File: src/rtl/wb_port_arbiter_pkg.sv
// Shared types for the register-file write-port arbiter.
// Default widths, RA register index, write request bundle, arbiter FSM states.
package wb_port_arbiter_pkg;

  localparam int ADDR_W = 4;
  localparam int DATA_W = 32;
  localparam int RA_REG = 15;

  typedef struct packed {
    logic [ADDR_W-1:0] addr;
    logic [DATA_W-1:0] data;
  } wb_req;

  typedef enum logic {
    NORMAL,
    FORCE
  } arb_state_e;

endpackage

File: src/rtl/wb_fifo.sv
// Multi-cycle result FIFO with per-entry live bit and kill-by-address.
// Ports: push/pop, kill, head fields, empty/full, mask of live destinations.
module wb_fifo #(
  parameter int ADDR_W = 4,
  parameter int DATA_W = 32,
  parameter int DEPTH  = 2
) (
  input  logic                 clk,
  input  logic                 rst_n,
  input  logic                 push,
  input  logic [ADDR_W-1:0]    pushAddr,
  input  logic [DATA_W-1:0]    pushData,
  input  logic                 pop,
  input  logic                 killEn,
  input  logic [ADDR_W-1:0]    killAddr,
  output logic [ADDR_W-1:0]    headAddr,
  output logic [DATA_W-1:0]    headData,
  output logic                 headLive,
  output logic                 empty,
  output logic                 full,
  output logic [2**ADDR_W-1:0] liveMask
);

  localparam int IW = $clog2(DEPTH);
  localparam logic [IW:0] PTR_ONE = (IW+1)'(1);

  logic [IW:0]       wrPtr;
  logic [IW:0]       rdPtr;
  logic [IW-1:0]     wrIdx;
  logic [IW-1:0]     rdIdx;
  logic [ADDR_W-1:0] addrMem [DEPTH];
  logic [DATA_W-1:0] dataMem [DEPTH];
  logic [DEPTH-1:0]  live;
  logic              doPush;
  logic              doPop;

  assign wrIdx  = wrPtr[IW-1:0];
  assign rdIdx  = rdPtr[IW-1:0];
  assign empty  = wrPtr == rdPtr;
  assign full   = (wrIdx == rdIdx) &&
                  (wrPtr[IW] != rdPtr[IW]);
  assign doPush = push && !full;
  assign doPop  = pop && !empty;

  assign headAddr = addrMem[rdIdx];
  assign headData = dataMem[rdIdx];
  // Live bits are only ever set on occupied slots.
  assign headLive = live[rdIdx];

  always_ff @(posedge clk or negedge rst_n) begin
    if (!rst_n) begin
      wrPtr <= '0;
      rdPtr <= '0;
      live  <= '0;
    end else begin
      for (int i = 0; i < DEPTH; i++) begin
        if (killEn && addrMem[i] == killAddr) begin
          live[i] <= 1'b0;
        end
      end
      if (doPop) begin
        live[rdIdx] <= 1'b0;
        rdPtr       <= rdPtr + PTR_ONE;
      end
      // Same-cycle enqueue survives a kill to its address.
      if (doPush) begin
        live[wrIdx] <= 1'b1;
        wrPtr       <= wrPtr + PTR_ONE;
      end
    end
  end

  always_ff @(posedge clk) begin
    if (doPush) begin
      addrMem[wrIdx] <= pushAddr;
      dataMem[wrIdx] <= pushData;
    end
  end

  always_comb begin
    liveMask = '0;
    for (int i = 0; i < DEPTH; i++) begin
      if (live[i]) begin
        liveMask[addrMem[i]] = 1'b1;
      end
    end
  end

endmodule

File: src/rtl/wb_port_arbiter.sv
// Arbitrates the register-file write port between the RW stage and a
// multi-cycle result FIFO, with bounded-wait forced stall and WAW kill.
module wb_port_arbiter #(
  parameter int DATA_W       = 32,
  parameter int ADDR_W       = 4,
  parameter int DEPTH        = 2,
  parameter int STARVE_LIMIT = 4
) (
  input  logic                 clk,
  input  logic                 rst_n,
  input  logic                 pipe_valid,
  input  logic [ADDR_W-1:0]    pipe_addr,
  input  logic [DATA_W-1:0]    pipe_data,
  output logic                 pipe_stall,
  input  logic                 mc_valid,
  input  logic [ADDR_W-1:0]    mc_addr,
  input  logic [DATA_W-1:0]    mc_data,
  output logic                 mc_ready,
  output logic                 rf_we,
  output logic [ADDR_W-1:0]    rf_waddr,
  output logic [DATA_W-1:0]    rf_wdata,
  output logic [2**ADDR_W-1:0] pend_mask
);

  import wb_port_arbiter_pkg::arb_state_e;
  import wb_port_arbiter_pkg::NORMAL;
  import wb_port_arbiter_pkg::FORCE;

  localparam int CW = $clog2(STARVE_LIMIT + 1);
  localparam logic [CW-1:0] CNT_MAX = CW'(STARVE_LIMIT);
  localparam logic [CW-1:0] CNT_ONE = CW'(1);

  arb_state_e        state;
  arb_state_e        stateNext;
  logic [CW-1:0]     cnt;
  logic [CW-1:0]     cntNext;
  logic [CW-1:0]     cntInc;

  logic              popHead;
  logic              killEn;
  logic              grantWe;
  logic [ADDR_W-1:0] grantAddr;
  logic [DATA_W-1:0] grantData;

  logic [ADDR_W-1:0] headAddr;
  logic [DATA_W-1:0] headData;
  logic              headLive;
  logic              empty;
  logic              full;

  wb_fifo #(
    .ADDR_W (ADDR_W),
    .DATA_W (DATA_W),
    .DEPTH  (DEPTH)
  ) uFifo (
    .clk      (clk),
    .rst_n    (rst_n),
    .push     (mc_valid),
    .pushAddr (mc_addr),
    .pushData (mc_data),
    .pop      (popHead),
    .killEn   (killEn),
    .killAddr (pipe_addr),
    .headAddr (headAddr),
    .headData (headData),
    .headLive (headLive),
    .empty    (empty),
    .full     (full),
    .liveMask (pend_mask)
  );

  assign mc_ready   = !full;
  assign pipe_stall = state == FORCE;
  assign cntInc     = (cnt == CNT_MAX) ? cnt : cnt + CNT_ONE;

  always_comb begin
    popHead   = 1'b0;
    killEn    = 1'b0;
    grantWe   = 1'b0;
    grantAddr = '0;
    grantData = '0;
    stateNext = state;
    cntNext   = cnt;
    unique case (state)
      NORMAL: begin
        if (pipe_valid) begin
          grantWe   = 1'b1;
          grantAddr = pipe_addr;
          grantData = pipe_data;
          killEn    = 1'b1;
          // Only a live head can starve; a dead one just waits.
          if (headLive) begin
            cntNext = cntInc;
            if (cntInc == CNT_MAX) begin
              stateNext = FORCE;
            end
          end
        end else if (!empty) begin
          popHead   = 1'b1;
          grantWe   = headLive;
          grantAddr = headAddr;
          grantData = headData;
          cntNext   = '0;
        end
      end
      FORCE: begin
        stateNext = NORMAL;
        cntNext   = '0;
        if (!empty) begin
          popHead   = 1'b1;
          grantWe   = headLive;
          grantAddr = headAddr;
          grantData = headData;
        end
      end
      default: begin
        stateNext = NORMAL;
        cntNext   = '0;
      end
    endcase
  end

  always_ff @(posedge clk or negedge rst_n) begin
    if (!rst_n) begin
      state    <= NORMAL;
      cnt      <= '0;
      rf_we    <= 1'b0;
      rf_waddr <= '0;
      rf_wdata <= '0;
    end else begin
      state <= stateNext;
      cnt   <= cntNext;
      rf_we <= grantWe;
      if (grantWe) begin
        rf_waddr <= grantAddr;
        rf_wdata <= grantData;
      end
    end
  end

endmodule

File: config.mk
export PLATFORM = sky130hd
export DESIGN_NAME = wb_port_arbiter
export DESIGN_NICKNAME = d
export VERILOG_FILES = /design/src/rtl/wb_port_arbiter_pkg.sv /design/src/rtl/wb_fifo.sv /design/src/rtl/wb_port_arbiter.sv
export SDC_FILE = /design/constraint.sdc
export NUM_CORES = 1
export LEC_CHECK = 0
export CORE_MARGIN = 2
export CORE_UTILIZATION = 40
export CTS_CLUSTER_SIZE = 24
export DETAILED_ROUTE_END_ITERATION = 12
export MAX_ROUTING_LAYER = met4
export PLACE_DENSITY = 0.78
export SYNTH_ARGS = -nofsm -noshare
export SYNTH_HDL_FRONTEND = slang
export SYNTH_SLANG_ARGS = --single-unit
File: constraint.sdc
create_clock -name clk -period 4.1 [get_ports clk]
set_clock_uncertainty 0.15 [all_clocks]
set_input_delay 0.615 -clock clk [delete_from_list [all_inputs] [get_ports clk]]
set_output_delay 0.615 -clock clk [all_outputs]
set_load 0.005 [all_outputs]
==> results by group <==
Clock network
  – Clock Pin Slew Worst Setup and Hold Paths: 50 ps
  – CTS sink cnt: 119
  – Setup Fix Bufs, Post-CTS: 0
  – Number of buffers inserted by hold repair at cts: 0
  – Max H-tree Level: 4
  – CTS Buf Count: 17
  – CTS resizes: 0
  – Worst-Skew Late Latency: 410 ps
  – Clock root cell: clkbuf_16
  – CTS tree: yes
  – Clk buf depth: 2

Timing
  – Slew margin rel.: 27.8%
  – Tmin final: 2880 ps
  – Fin Setup TNS: 0 ps
  – Final worst path period share: 70.4%
  – RSZ-0062 raised after global routing: false
  – # setup viols final: 0
  – FMAX: 347 MHz
  – Final hold violation count: 0
  – Max-slew violation count: 0
  – Worst-Margin Slew: 1080 ps
  – Hold_ws: 21.3 ps

Setup path
  – Worst EP arrival: 2120 ps
  – CP Max Fanout: 45
  – CP startpoint kind: flop
  – R2R Path End: rf_wdata[5]$_DFFE_PN0P_
  – Endpoint type of the worst setup path: primary output
  – RR Startpoint: uFifo.rdPtr[0]$_DFFE_PN0N_
  – Reg2reg path depth: 4
  – Crit Path Category: reg -> out
  – Setup slack, reg-to-reg: 1420 ps
  – Data required time at the worst endpoint: 3340 ps

Synth
  – Number of synthesized flops with an enable pin: 72
  – Asr flop ratio synth: 39.5%
  – Post-Synth Adder-Cell Area: 0.457%
  – Avg Inst Size Synth: 12.5 µm²
  – XOR/XNOR share of the synthesized area: 2.22%
  – Synthesized netlist cell count: ~440
  – Simple-gate share of the synthesized area: ~15%
  – FF+latch count, synth: 119
  – Post-synthesis mux area share: 0.617%
  – Synth Warn #: 0
  – Commonest cells post-synth: edfxtp_1 (72), dfrtp_1 (47), a211oi_1 (42)
  – Syn Nets: 516
  – Top-count cell post-synth: edfxtp_1
  – Main combinational cell family by area after synthesis: compound AO/OA/AOI/OAI gates
  – Most common flop cell mapped by yosys: edfxtp_1
  – Compound-Gate Fraction of Synth Area: between 15 and 20%
  – Synthesized area: 5480 µm²
  – Seq/Total Area, Yosys: 60.9%
  – Yosys top cell by area: edfxtp_1
  – Ranking of synthesized cells by area: edfxtp_1 (39%), dfrtp_1 (21%), a211oi_2 (6.9%)
  – Post-synth cell types: 40
  – Area fraction of the dominant cell type after synthesis: 39.5%

Global routing
  – Gr ovfl total: 0
  – Overall Global Routing Usage: 19.5%
  – First-pass GRT wire length: 21200 µm
  – Largest net degree at the start of global routing: 48
  – Number of global-route vias before repair: 4135
  – Initial antenna violation count: 0

Detailed routing
  – Wire per inst: 17.8 µm
  – Post-route ant nets: 0
  – Initial DRC count: 278
  – DRT Pass-1 Iters: 5
  – Final WL: approximately 13000 µm
  – Residual DRC: 0
  – Vias/cell: ~5.4
  – DR vias: 4007

Power and ir drop
  – Combinational power share: 36.2%
  – Sw Ratio: 33.4%
  – Total Power: 5600 µW
  – VDD IR-drop max: 0.608 mV
  – Clk pwr share: 27.5%
  – Int Pwr: 3730 µW
  – NetSw: 1870 µW
  – Power density over the cells: 743 nW/µm²
  – Seq pwr share: 36.3%
  – Leak: 0.00257 µW

Run status
  – Status: complete, no violations

Die
  – Initial Util: between 40 and 50%
  – Row Count: 42
  – Die Width: 121 µm
  – Core box area: ~13000 µm²
  – Die Ht: approximately 120 µm
  – Die area: ~15000 µm²
  – I/O pins: 131

Final layout
  – Area Overhead vs Synth: 37.6%
  – Nets: 636
  – # diodes: 0
  – Share of layout cells above drive strength 1: 14.0%
  – Non-Filler Instances: approximately 750

Flow run
  – Total of max-cap violations: 0

Placed design
  – RePlAce Congestion: 0.856
  – Post-Place Cells: 715
  – Port buffer count: 130
  – Post-DP HPWL: roughly 8700 µm

Worst hold path
  – Min-delay worst type: in -> async
-- cells by family (layout without fill, tap and decap cells) --
logic type               count (synthesis)  count (layout)
AND/OR/NAND/NOR                        155             155
flip-flops                             119             119
AO/OA/AOI/OAI                          104             104
buffers and inverters                   42             175
XOR/XNOR                                13              13
multiplexers                             3               3
adder cells (fa/ha/maj)                  2               2
-- critical path, cell delays in order, from the launching register on --
cell and delay [ps]:
dfrtp_2 880, xnor2_1 230, nand2_1 110, clkdlybuf4s50_1 500
-- stage by stage --
step	setup slack [ps]	instance area, µm²	utilization (%)
global placement	1370	6920	52.1
detailed placement	1340	6920	52.1
global route	1060	7540	56.7
floorplan	932	5480	-
CTS	1160	7540	56.7
finish	1220	7540	56.7
-- power groups by stage --
stage / registers (µW) / clock network, µW / logic (µW)
6_report: 2030 / 1540 / 2030
5_1_grt: 2090 / 1610 / 2220
4_1_cts: 2040 / 1570 / 2040
3_5_place_dp: 2050 / 0 / 2030
3_3_place_gp: 2030 / 0 / 1960
2_1_floorplan: 1940 / 0 / 1310
-- worst max path at each step --
stage                                          start                             to  slack (ps)  depth (start not counted)
after global placement                      mc_valid  uFifo.dataMem[0][8]$_DFFE_PP_        1370                          4
after detailed placement                    mc_valid  uFifo.dataMem[0][8]$_DFFE_PP_        1340                          4
after CTS                 uFifo.rdPtr[0]$_DFFE_PN0N_                       mc_ready        1160                          3
after global routing      uFifo.rdPtr[0]$_DFFE_PN0N_                       mc_ready        1060                          3
final                     uFifo.rdPtr[0]$_DFFE_PN0N_                       mc_ready        1220                          3
after floorplan           uFifo.rdPtr[0]$_DFFE_PN0N_  uFifo.addrMem[0][0]$_DFFE_PP_         930                          5
-- state kept, by name, indices dropped and copies added, names as in the netlist --
signal	flops
cnt	3
pipe_stall	1
rf_waddr	4
rf_wdata	32
rf_we	1
uFifo.addrMem	8
uFifo.dataMem	64
uFifo.live	2
uFifo.rdPtr	2
uFifo.wrPtr	2
-- routing by layer --
metal / vias to the layer above / wire [µm] / global-route usage, %
li1: 1916 / - / -
met1: 1952 / 5590 / 22.9
met2: 129 / 6870 / 32.5
met3: 10 / 721 / 5.59
met4: 0 / 118 / 6.18
met5: - / 0 / -
-- layout by cell type, fill, tap and decap left out, types with 3 or more instances in the layout --
master	n
o32ai_1	4
nand2b_1	6
nand2_1	9
xor2_1	6
or2_2	3
nand3_1	9
nor4_1	36
nand3b_1	3
a211oi_2	30
inv_1	5
a211oi_1	42
a21oi_4	3
a21oi_1	3
buf_4	7
dfrtp_1	46
xnor2_1	6
nor3_1	4
nor2b_1	36
clkinv_2	3
clkbuf_16	17
clkdlybuf4s50_1	129
bufinv_16	4
o22ai_1	13
nor2_1	40
clkbuf_1	4
edfxtp_1	72
-- cell type report --
cell class / count / area, µm²
Timing Repair Buffer: 138 / 1370
Clock buffer: 23 / 468
Inverter: 5 / 18.8
Multi-Input combinational cell: 277 / 1970
Fill cell: 1072 / 5760
Sequential cell: 119 / 3340
Clock inverter: 9 / 150
Tap cell: 176 / 220
Note: power is estimated with default switching activity, not from simulation.
